### src/rtl/pe_req_scheduler_if.sv
// Request/grant bundle between the requesters and the scheduler.
// The master side drives requests, masks, enable and done; the slave
// side (the scheduler) returns grant and encoder-style status.
interface pe_req_scheduler_if #(
    parameter int N_REQ = 8,
    parameter int IDX_W = 3
);
    logic             en_i;
    logic [N_REQ-1:0] req_i;
    logic [N_REQ-1:0] mask_i;
    logic             done_i;
    logic [N_REQ-1:0] grant_o;
    logic [IDX_W-1:0] grant_idx_o;
    logic             grant_valid_o;
    logic [N_REQ-1:0] pending_o;
    logic             gs_o;
    logic             eno_o;
    logic             timeout_o;

    modport master (
        output en_i, req_i, mask_i, done_i,
        input  grant_o, grant_idx_o, grant_valid_o, pending_o, gs_o, eno_o, timeout_o
    );

    modport slave (
        input  en_i, req_i, mask_i, done_i,
        output grant_o, grant_idx_o, grant_valid_o, pending_o, gs_o, eno_o, timeout_o
    );
endinterface

### src/rtl/pe_req_scheduler.sv
// Fixed-priority request scheduler. Requests are latched into a sticky
// pending register; the highest-index pending, unmasked requester is
// granted and keeps the grant until it reports done or the hold timer
// expires. Every release is followed by a GAP cycle and an IDLE cycle,
// so consecutive grants are always separated by idle time.
module pe_req_scheduler #(
    parameter int N_REQ   = 8,
    parameter int IDX_W   = 3,
    parameter int TO_W    = 8,
    parameter int TIMEOUT = 200
) (
    input  logic                 wb_clk_i,
    input  logic                 wb_rst_ni,
    pe_req_scheduler_if.slave    bus
);

    typedef enum logic [1:0] {IDLE, GRANT, GAP} state_t;

    state_t           state;
    state_t           state_nx;
    logic [N_REQ-1:0] pending;
    logic [N_REQ-1:0] eligible;
    logic [N_REQ-1:0] clr;
    logic [N_REQ-1:0] grant_q;
    logic [IDX_W-1:0] grant_idx_q;
    logic             grant_valid_q;
    logic             timeout_q;
    logic [TO_W-1:0]  count;
    logic [IDX_W-1:0] enc_idx;
    logic             any_eligible;
    logic             timeout_reached;
    logic             load_grant;
    logic             done_hit;
    logic             timeout_hit;
    logic             release_grant;

    assign eligible        = pending & ~bus.mask_i;
    assign any_eligible    = |eligible;
    assign timeout_reached = (count == TO_W'(TIMEOUT - 1));

    // Priority encoder: ascending scan so the highest set index wins.
    always_comb begin
        enc_idx = '0;
        for (int i = 0; i < N_REQ; i++) begin
            if (eligible[i]) begin
                enc_idx = IDX_W'(i);
            end
        end
    end

    // State register.
    always_ff @(posedge wb_clk_i or negedge wb_rst_ni) begin
        if (!wb_rst_ni) begin
            state <= IDLE;
        end else begin
            state <= state_nx;
        end
    end

    // Next-state logic: a grant ends on done or hold-timer expiry.
    always_comb begin
        state_nx = state;
        case (state)
            IDLE:    if (bus.en_i && any_eligible) state_nx = GRANT;
            GRANT:   if (bus.done_i || timeout_reached) state_nx = GAP;
            GAP:     state_nx = IDLE;
            default: state_nx = IDLE;
        endcase
    end

    // Control decode; done takes precedence over a coincident timeout.
    always_comb begin
        load_grant    = (state == IDLE) && bus.en_i && any_eligible;
        done_hit      = (state == GRANT) && bus.done_i;
        timeout_hit   = (state == GRANT) && !bus.done_i && timeout_reached;
        release_grant = done_hit || timeout_hit;
        clr           = release_grant ? grant_q : '0;
    end

    // Datapath registers; a request arriving with the release re-arms its bit.
    always_ff @(posedge wb_clk_i or negedge wb_rst_ni) begin
        if (!wb_rst_ni) begin
            pending       <= '0;
            grant_q       <= '0;
            grant_idx_q   <= '0;
            grant_valid_q <= 1'b0;
            timeout_q     <= 1'b0;
            count         <= '0;
        end else begin
            pending   <= (pending & ~clr) | (bus.req_i & ~bus.mask_i);
            timeout_q <= timeout_hit;
            if (load_grant) begin
                grant_idx_q   <= enc_idx;
                grant_q       <= N_REQ'(1) << enc_idx;
                grant_valid_q <= 1'b1;
                count         <= '0;
            end else if (release_grant) begin
                grant_q       <= '0;
                grant_valid_q <= 1'b0;
            end else if (state == GRANT) begin
                count <= count + 1'b1;
            end
        end
    end

    assign bus.grant_o       = grant_q;
    assign bus.grant_idx_o   = grant_idx_q;
    assign bus.grant_valid_o = grant_valid_q;
    assign bus.pending_o     = pending;
    assign bus.timeout_o     = timeout_q;
    assign bus.gs_o          = bus.en_i & any_eligible;
    assign bus.eno_o         = bus.en_i & ~any_eligible;

endmodule
### src/flat_wrapper.sv
// flat-port wrapper written by rule: the top's interface ports become plain ports
module pe_req_scheduler_flat 
#(
    parameter int N_REQ   = 8,
    parameter int IDX_W   = 3,
    parameter int TO_W    = 8,
    parameter int TIMEOUT = 200
)
  (wb_clk_i, wb_rst_ni, bus_en_i, bus_req_i, bus_mask_i, bus_done_i, bus_grant_o, bus_grant_idx_o, bus_grant_valid_o, bus_pending_o, bus_gs_o, bus_eno_o, bus_timeout_o);
  pe_req_scheduler_if #(.N_REQ(N_REQ), .IDX_W(IDX_W)) bus_i ();
  input  logic wb_clk_i;
  input  logic wb_rst_ni;
  input wire logic [$bits(bus_i.en_i)-1:0] bus_en_i;
  input wire logic [$bits(bus_i.req_i)-1:0] bus_req_i;
  input wire logic [$bits(bus_i.mask_i)-1:0] bus_mask_i;
  input wire logic [$bits(bus_i.done_i)-1:0] bus_done_i;
  output wire logic [$bits(bus_i.grant_o)-1:0] bus_grant_o;
  output wire logic [$bits(bus_i.grant_idx_o)-1:0] bus_grant_idx_o;
  output wire logic [$bits(bus_i.grant_valid_o)-1:0] bus_grant_valid_o;
  output wire logic [$bits(bus_i.pending_o)-1:0] bus_pending_o;
  output wire logic [$bits(bus_i.gs_o)-1:0] bus_gs_o;
  output wire logic [$bits(bus_i.eno_o)-1:0] bus_eno_o;
  output wire logic [$bits(bus_i.timeout_o)-1:0] bus_timeout_o;
  assign bus_i.en_i = bus_en_i;
  assign bus_i.req_i = bus_req_i;
  assign bus_i.mask_i = bus_mask_i;
  assign bus_i.done_i = bus_done_i;
  assign bus_grant_o = bus_i.grant_o;
  assign bus_grant_idx_o = bus_i.grant_idx_o;
  assign bus_grant_valid_o = bus_i.grant_valid_o;
  assign bus_pending_o = bus_i.pending_o;
  assign bus_gs_o = bus_i.gs_o;
  assign bus_eno_o = bus_i.eno_o;
  assign bus_timeout_o = bus_i.timeout_o;
  pe_req_scheduler #(.N_REQ(N_REQ), .IDX_W(IDX_W), .TO_W(TO_W), .TIMEOUT(TIMEOUT)) u_core (.wb_clk_i(wb_clk_i), .wb_rst_ni(wb_rst_ni), .bus(bus_i));
endmodule
### config.mk
export PLATFORM = sky130hd
export DESIGN_NAME = pe_req_scheduler_flat
export DESIGN_NICKNAME = d
export VERILOG_FILES = /design/src/rtl/pe_req_scheduler_if.sv /design/src/rtl/pe_req_scheduler.sv /design/src/flat_wrapper.sv
export SDC_FILE = /design/constraint.sdc
export NUM_CORES = 1
export LEC_CHECK = 0
export ABC_AREA = 1
export ABC_CLOCK_PERIOD_IN_PS = 2110
export CAP_MARGIN = 20
export CELL_PAD_IN_SITES_DETAIL_PLACEMENT = 1
export CELL_PAD_IN_SITES_GLOBAL_PLACEMENT = 1
export CORE_MARGIN = 8
export CORE_UTILIZATION = 35
export CTS_CLUSTER_DIAMETER = 200
export DETAILED_ROUTE_END_ITERATION = 6
export PLACE_DENSITY_LB_ADDON = 0.08
export REMOVE_ABC_BUFFERS = 1
export SKIP_CTS_REPAIR_TIMING = 1
export SLEW_MARGIN = 20
export SYNTH_ARGS = -nofsm -noshare
export SYNTH_HDL_FRONTEND = slang
export SYNTH_SLANG_ARGS = --single-unit
### constraint.sdc
create_clock -name wb_clk_i -period 2.11 [get_ports wb_clk_i]
set_clock_uncertainty 0.2 [all_clocks]
set_input_delay 0.422 -clock wb_clk_i [delete_from_list [all_inputs] [get_ports wb_clk_i]]
set_output_delay 0.422 -clock wb_clk_i [all_outputs]
set_load 0.02 [all_outputs]
==> impl_metrics.tcl, run 1 <==
set metrics [dict create \
    grt_max_degree 32 \
    final.period_utilization_pct 96.4 \
    holdCritPathClass "primary input to flip-flop" \
    hold_ws_ns 0.212 \
    place_congestion 0.773 \
    yosys_warnings 0 \
    number_of_slew_limit_violations_in_the_final_report 0 \
    dieArea_mm2 0.00708 \
    timing.critical_path.from_type "flip-flop" \
    timing_worst_slew_pin_value_ns 0.414 \
    area_delta_synth_final_pct 49.2 \
    cell_count_after_synthesis 204 \
    core_area_mm2 0.00460 \
    maximum_achievable_frequency_mhz 492 \
    yosys.area.top_type_share_pct 47.7 \
    count_of_state_elements_after_synthesis 31 \
    clk-insertion-delay-late_ns 0.28 \
    clock_tree_from_tritoncts "done" \
    report.final.setup_viol 0 \
    edff_count_synth 0 \
    globalRouteTotalUtil_pct 13.4 \
    critical_path_peak_fanout 2 \
    number_of_antenna_violations_at_the_first_check_in_global_routing 0 \
    outcome "completed" \
    regArea_um2 776 \
    crit_required_ns 1.49 \
    vias_per_cell 4.60 \
    finalCriticalPeriod_ns 2.03 \
    multi_input_area_um2 731 \
    synthesis.area_mm2 0.00163 \
    critical_path_class "flip-flop to primary output" \
    peakVddDrop_uv 421 \
    layout_nets 296 \
    powerDensity_mw_per_mm2 845 \
    die_h_um 84.2 \
    rsz0062_at_grt "no" \
    n_antenna_cell 0 \
    fp.dieW_um 84.2 \
    io-pin-count 43 \
    remaining_drc_errors 0 \
    clockRootBuffer "clkbuf_8" \
    relSlewSlack_pct 72.4 \
    synthMostInstantiatedCell "nand2_1" \
    final_util_pct 52.8 \
    worst_path_largest_cell_delay_ns 0.59 \
    globalRouteOverflowTotal 0 \
    timing.final.hold_violations 0 \
    tritoncts.num_buffers 5 \
    netlist_top_cells_count "nand2_1, dfrtp_1, inv_1" \
    crit_path_cells "buf_4 > clkdlybuf4s50_1" \
    setup_total_negative_slack_ns 0 \
    first_global_vias 1717 \
    dr.first_iter.drc_count 55 \
    clk_path_buf_depth 2 \
    antenna_violating_nets_post_route 0 \
    sequential_to_total_area_share_from_yosys_stat_pct 47.7 \
    fp-row-count 25 \
    fillers 567 \
    crit_path_end_kind "primary output" \
    totalPowerFinal_mw 2.05 \
    power_leakage_nw 1.28 \
    fraction_of_registers_with_async_set_reset_pct 100 \
    wire_per_inst_um 13.3 \
    detailedRoute.firstPassIterationCount 4 \
    synth_cell_type_count 25 \
    half_perimeter_wire_length_after_placement_um 3240 \
    post_route_cells_drive_above_1_share_pct 25.4 \
    io_buffers 42 \
    routed_wirelength_um 4380 \
    htree_levels 2 \
    syn_area_per_cell_um2 7.97 \
    ys_top_cells_by_area "dfrtp_1, nand2_1, inv_1" \
    initial_core_util_pct 35.4 \
    dominantRegCellSynth "dfrtp_1" \
    cts.sinks 31 \
    worst_ep_arrival_time_ns 1.41 \
    synth_top_area_cell "dfrtp_1" \
    clk_transition_reported_paths_ns 0.07 \
    grt_first_pass_wirelength_um 7800 \
    timing.max_cap.violations 0 \
    cp_slowest_cell "clkdlybuf4s50_1" \
    dr_total_vias 1518 \
]
layer usage:
| layer | vias up | routed length, um | GRT usage, % |
|---|---|---|---|
| met1 | 722 | 1960 | 15.0 |
| li1 | 769 | - | - |
| met3 | 5 | 161 | 4.94 |
| met2 | 22 | 2230 | 23.2 |
| met5 | - | 0 | 0 |
| met4 | 0 | 36 | 3.30 |
layout make-up:
type,count,area share (%)
tap,54,2.78
multi-input combinational,139,30.1
sequential,31,32.0
timing repair buffer,67,26.0
inverter,31,5.00
clock buffer,8,4.13
path summary, 6_finish.rpt:
check                      slack (ns)                               endpoint                                   from  depth (start not counted)
max                              0.08                       bus_pending_o[7]      u_core.bus.pending_o[7]$_DFF_PN0_                          2
min                              0.21      u_core.bus.pending_o[5]$_DFF_PN0_                          bus_mask_i[5]                          4
max reg2reg                      0.36            u_core.count[1]$_DFFE_PN0P_            u_core.count[1]$_DFFE_PN0P_                         10
min reg2reg                      0.27  u_core.bus.grant_idx_o[2]$_DFFE_PN0P_  u_core.bus.grant_idx_o[2]$_DFFE_PN0P_                          2
max in group asynchronous        1.07      u_core.bus.pending_o[0]$_DFF_PN0_                              wb_rst_ni                          2
min in group asynchronous        0.34      u_core.bus.pending_o[7]$_DFF_PN0_                              wb_rst_ni                          2
registers in the layout, indices dropped and copies added (netlist names):
register,flops
u_core.bus.pending_o,8
u_core.bus.grant_valid_o,1
u_core.bus.grant_idx_o,3
u_core.count,8
u_core.state,2
u_core.bus.grant_o,8
u_core.bus.timeout_o,1
critical path, delay by kind of cell, from the launching register on:
kind	cells	cell delay (ns)
flip-flops	1	0.40
buffers and inverters	2	0.73
power by group:
part / internal, mW / switching [mW]
Sequential: 0.702 / 0.0751
Combinational: 0.337 / 0.420
Clock: 0.297 / 0.219
per-stage QoR:
stage | cells | cell area (um^2) | worst slack [ns]
floorplan | 201 | 1590 | 0.318
detailed placement | 318 | 2240 | -0.541
global placement | 318 | 2240 | -0.519
CTS | 326 | 2340 | -0.544
finish | 330 | 2430 | 0.0757
global route | 330 | 2430 | 0.0264
cells by family (layout without fill, tap and decap cells):
family / Yosys count / after routing / share of synthesized area (%)
AO/OA/AOI/OAI: 15 / 15 / 5.31
XOR/XNOR: 2 / 2 / 1.08
adder cells (fa/ha/maj): 1 / 1 / 0.769
buffers and inverters: 34 / 106 / 9.54
flip-flops: 31 / 31 / 47.7
AND/OR/NAND/NOR: 121 / 121 / 35.6
placed cells by master, fill, tap and decap left out:
cell and count:
nand2_1 63, clkdlybuf4s50_1 32, dfrtp_1 31, buf_4 25, inv_1 22, nand3_1 19, nand2_2 12, nor2_1 9
inv_2 8, dlymetal6s2s_1 8, o21ai_0 7, clkbuf_8 7, nand2_4 5, nor3_1 4, nor2_4 4, o21ai_1 3
o21ai_2 2, a21oi_1 2, buf_6 2, nor2_2 1, nand4_2 1, inv_6 1, a21oi_2 1, nand2_8 1
xor2_1 1, nand4_1 1, xnor2_1 1, nand3b_1 1, ha_1 1, clkbuf_1 1
(Power assumes the default switching activity.)
==> run 2: changes to the inputs <==
ABC_AREA = unset   (was 1)
ABC_CLOCK_PERIOD_IN_PS = 2000   (was 2110)
PLACE_DENSITY = 0.88   (was unset)
PLACE_DENSITY_LB_ADDON = unset   (was 0.08)
clock period = 2 ns   (was 2.11 ns; I/O delays follow)
==> impl_metrics.tcl, run 2 <==
set metrics [dict create \
    synth-adder-area-share_pct 0.845 \
    clock_tree_from_tritoncts "done" \
    power_leakage_nw 1.14 \
    power_switching_mw 0.751 \
    final_common_cell "buf_4" \
    critPathBufInv 2 \
    critical_path_peak_fanout 2 \
    whs_endpoint "u_core.bus.pending_o[4]$_DFF_PN0_" \
    hold_ws_ns 0.147 \
    clk-insertion-delay-late_ns 0.29 \
    count_of_state_elements_after_synthesis 31 \
    holdCritPathClass "primary input to flip-flop" \
    area_delta_synth_final_pct 62.1 \
    peakVddDrop_uv 447 \
    wire_per_inst_um 20.9 \
    first_global_vias 1503 \
    clockRootBuffer "clkbuf_8" \
    powerDensity_mw_per_mm2 887 \
    intPower_mw 1.38 \
    worst_path_dominant_cell_family "compound AO/OA/AOI/OAI gates" \
    post_dp_cell_area_mm2 0.00215 \
    globalRouteOverflowTotal 0 \
    dr_total_vias 1412 \
    edff_count_synth 0 \
    proportion_of_power_drawn_by_flip_flops_and_latches_pct 38.2 \
    cts.sinks 31 \
    totalPowerFinal_mw 2.13 \
    worstHoldPathCells 2 \
    sequential_to_total_area_share_from_yosys_stat_pct 52.4 \
    outcome "finished, violations left" \
    setup_total_negative_slack_ns -0.707 \
    clk_transition_reported_paths_ns 0.07 \
    combinational_family_with_the_most_area_after_synthesis "simple AND/OR/NAND/NOR gates" \
    core_area_mm2 0.00403 \
    crit_path_cells "nor2b_4 > a2111oi_4 > buf_4 > a21oi_2 > buf_4" \
    fillers 438 \
    mostFrequentLayoutCells "buf_4, dfrtp_1, clkdlybuf4s50_1, nor2_1, dlymetal6s2s_1" \
    maximum_achievable_frequency_mhz 452 \
    number_of_slew_limit_violations_in_the_final_report 0 \
    detailedRoute.firstPassIterationCount 4 \
    violations_in_the_final_reports "setup timing" \
    final.period_utilization_pct 111 \
    timing.max_cap.violations 0 \
    synth_xor_area_share_pct 2.96 \
    dieArea_mm2 0.00657 \
    syn_area_per_cell_um2 11.0 \
    relSlewSlack_pct 70.9 \
    synth_simple_gate_area_share_pct 20.9 \
    ys_top_cells_by_area "dfrtp_1, a22o_1, a32o_1" \
    half_perimeter_wire_length_after_placement_um 3640 \
    yosys-mux-area-fraction_pct 0.676 \
    cp_slowest_cell "dfrtp_1" \
    timing.critical_path.from_type "flip-flop" \
    synthesis.area_mm2 0.00148 \
    layout_nets 238 \
    place_congestion 0.849 \
    final.setup.worst_slack_ns -0.214 \
    rsz0062_at_grt "yes" \
    netlist_top_cells_count "dfrtp_1, nor2_1, inv_1" \
    io-pin-count 43 \
    design_area_mm2 0.00240 \
    globalRouteTotalUtil_pct 14.9 \
    worst_ep_arrival_time_ns 1.61 \
    fp-row-count 23 \
    timing.critical_path.mode_cell "buf_4" \
    post_route_cells_drive_above_1_share_pct 31.2 \
    pwr-share-clk_pct 22.9 \
    reg2regPathDepth 8 \
    synth_top_area_cell "dfrtp_1" \
    htree_levels 2 \
    timing_worst_slew_pin_value_ns 0.433 \
    place_ws_ns -0.775 \
    critical_path_class "flip-flop to primary output" \
    worst_min_path_start "bus_mask_i[4]" \
    dominantRegCellSynth "dfrtp_1" \
    finalCriticalPeriod_ns 2.21 \
    timing.final.hold_violations 0 \
    final-instance-count-excl-fill 268 \
    fraction_of_registers_with_async_set_reset_pct 100 \
    clk_path_buf_depth 2 \
    antenna_violating_nets_post_route 0 \
    cell_count_after_synthesis 135 \
    dr.first_iter.drc_count 82 \
    synth_cell_type_count 38 \
    final_util_pct 59.6 \
    number_of_antenna_violations_at_the_first_check_in_global_routing 0 \
    die_h_um 81.1 \
    worst_path_largest_cell_delay_ns 0.39 \
    crit_path_end_kind "primary output" \
    initial_core_util_pct 36.8 \
    remaining_drc_errors 0 \
    crit_required_ns 1.40 \
    grt_first_pass_wirelength_um 7690 \
    routed_wirelength_um 5590 \
    io_buffers 42 \
    place_inst 252 \
    worstReg2RegStart "u_core.count[1]$_DFFE_PN0P_" \
    report.final.setup_viol 11 \
    yosys.area.top_type_share_pct 52.4 \
    grt_max_degree 32 \
    power.combinational.fraction_pct 38.9 \
    fp.dieW_um 81.1 \
    n_antenna_cell 0 \
    synthMostInstantiatedCell "dfrtp_1" \
    vias_per_cell 5.27 \
    timing.reg2reg.setup_slack_ns -0.09 \
    swShare_pct 35.3 \
    yosys_warnings 0 \
    synth-compound-area-share_pct 18.1 \
    tritoncts.num_buffers 5 \
    timing.rr.end "u_core.bus.pending_o[7]$_DFF_PN0_" \
]
[run 2: changes by cell type after synthesis, moves of 4 or more]
cell,previous run,this run
a32o_1,0,6
nand2b_1,0,4
inv_1,28,11
a22o_1,0,8
nor2b_1,0,6
nand3_1,19,4
nand2_2,7,0
nand2_1,70,9
[run 2: worst max path at each step]
| stage | endpoint | from | cells past startpoint | slack [ns] |
|---|---|---|---|---|
| floorplan | bus_eno_o | u_core.bus.pending_o[6]$_DFF_PN0_ | 3 | 0.01 |
| global placement | bus_eno_o | bus_mask_i[7] | 5 | -0.71 |
| detailed placement | bus_gs_o | bus_mask_i[2] | 6 | -0.77 |
| CTS | bus_gs_o | bus_mask_i[2] | 6 | -0.79 |
| global route | bus_gs_o | u_core.bus.pending_o[1]$_DFF_PN0_ | 5 | -0.26 |
| finish | bus_gs_o | u_core.bus.pending_o[1]$_DFF_PN0_ | 5 | -0.21 |
[run 2: power groups by stage]
stage                     logic [mW]  registers (mW)  clock network [mW]
after floorplan                0.244           0.898                   0
after detailed placement       0.735           0.816                   0
after CTS                      0.743           0.804               0.486
after global placement         0.699           0.806                   0
after global routing           0.885           0.824               0.521
final                          0.828           0.813               0.488
[run 2: worst register-to-register path: cells and delay by family (launching register included)]
kind                     cells  cell delay (ns)
buffers and inverters        2             0.29
adder cells (fa/ha/maj)      1             0.22
flip-flops                   1             0.41
AND/OR/NAND/NOR              3             0.55
AO/OA/AOI/OAI                2             0.34
[run 2: cells by family (layout without fill, tap and decap cells)]
| kind of cell | count (synthesis) | after routing |
|---|---|---|
| flip-flops | 31 | 31 |
| AO/OA/AOI/OAI | 31 | 32 |
| multiplexers | 1 | 1 |
| XOR/XNOR | 5 | 5 |
| adder cells (fa/ha/maj) | 1 | 1 |
| AND/OR/NAND/NOR | 52 | 52 |
| buffers and inverters | 14 | 96 |
[run 2: metal layers]
layer  GRT usage [%]  routed length [um]  vias to the layer above
met4            4.82                 116                        0
met5               0                   0                        -
met3            4.30                 271                       11
met1            15.9                1990                      724
li1                -                   -                      641
met2            27.5                3210                       36
[run 2: area by class of cell]
type                    count  area, um^2  share of cell area, %
flip-flops and latches     31         776                   32.3
multi-input cells          91         728                   30.3
repair buffers             75         698                   29.1
clock buffers               7        76.3                   3.18
well taps                  50        62.6                   2.61
inverters                  12        47.5                   1.98
repair inverters            1        7.51                  0.313
clock inverters             1        5.00                  0.208
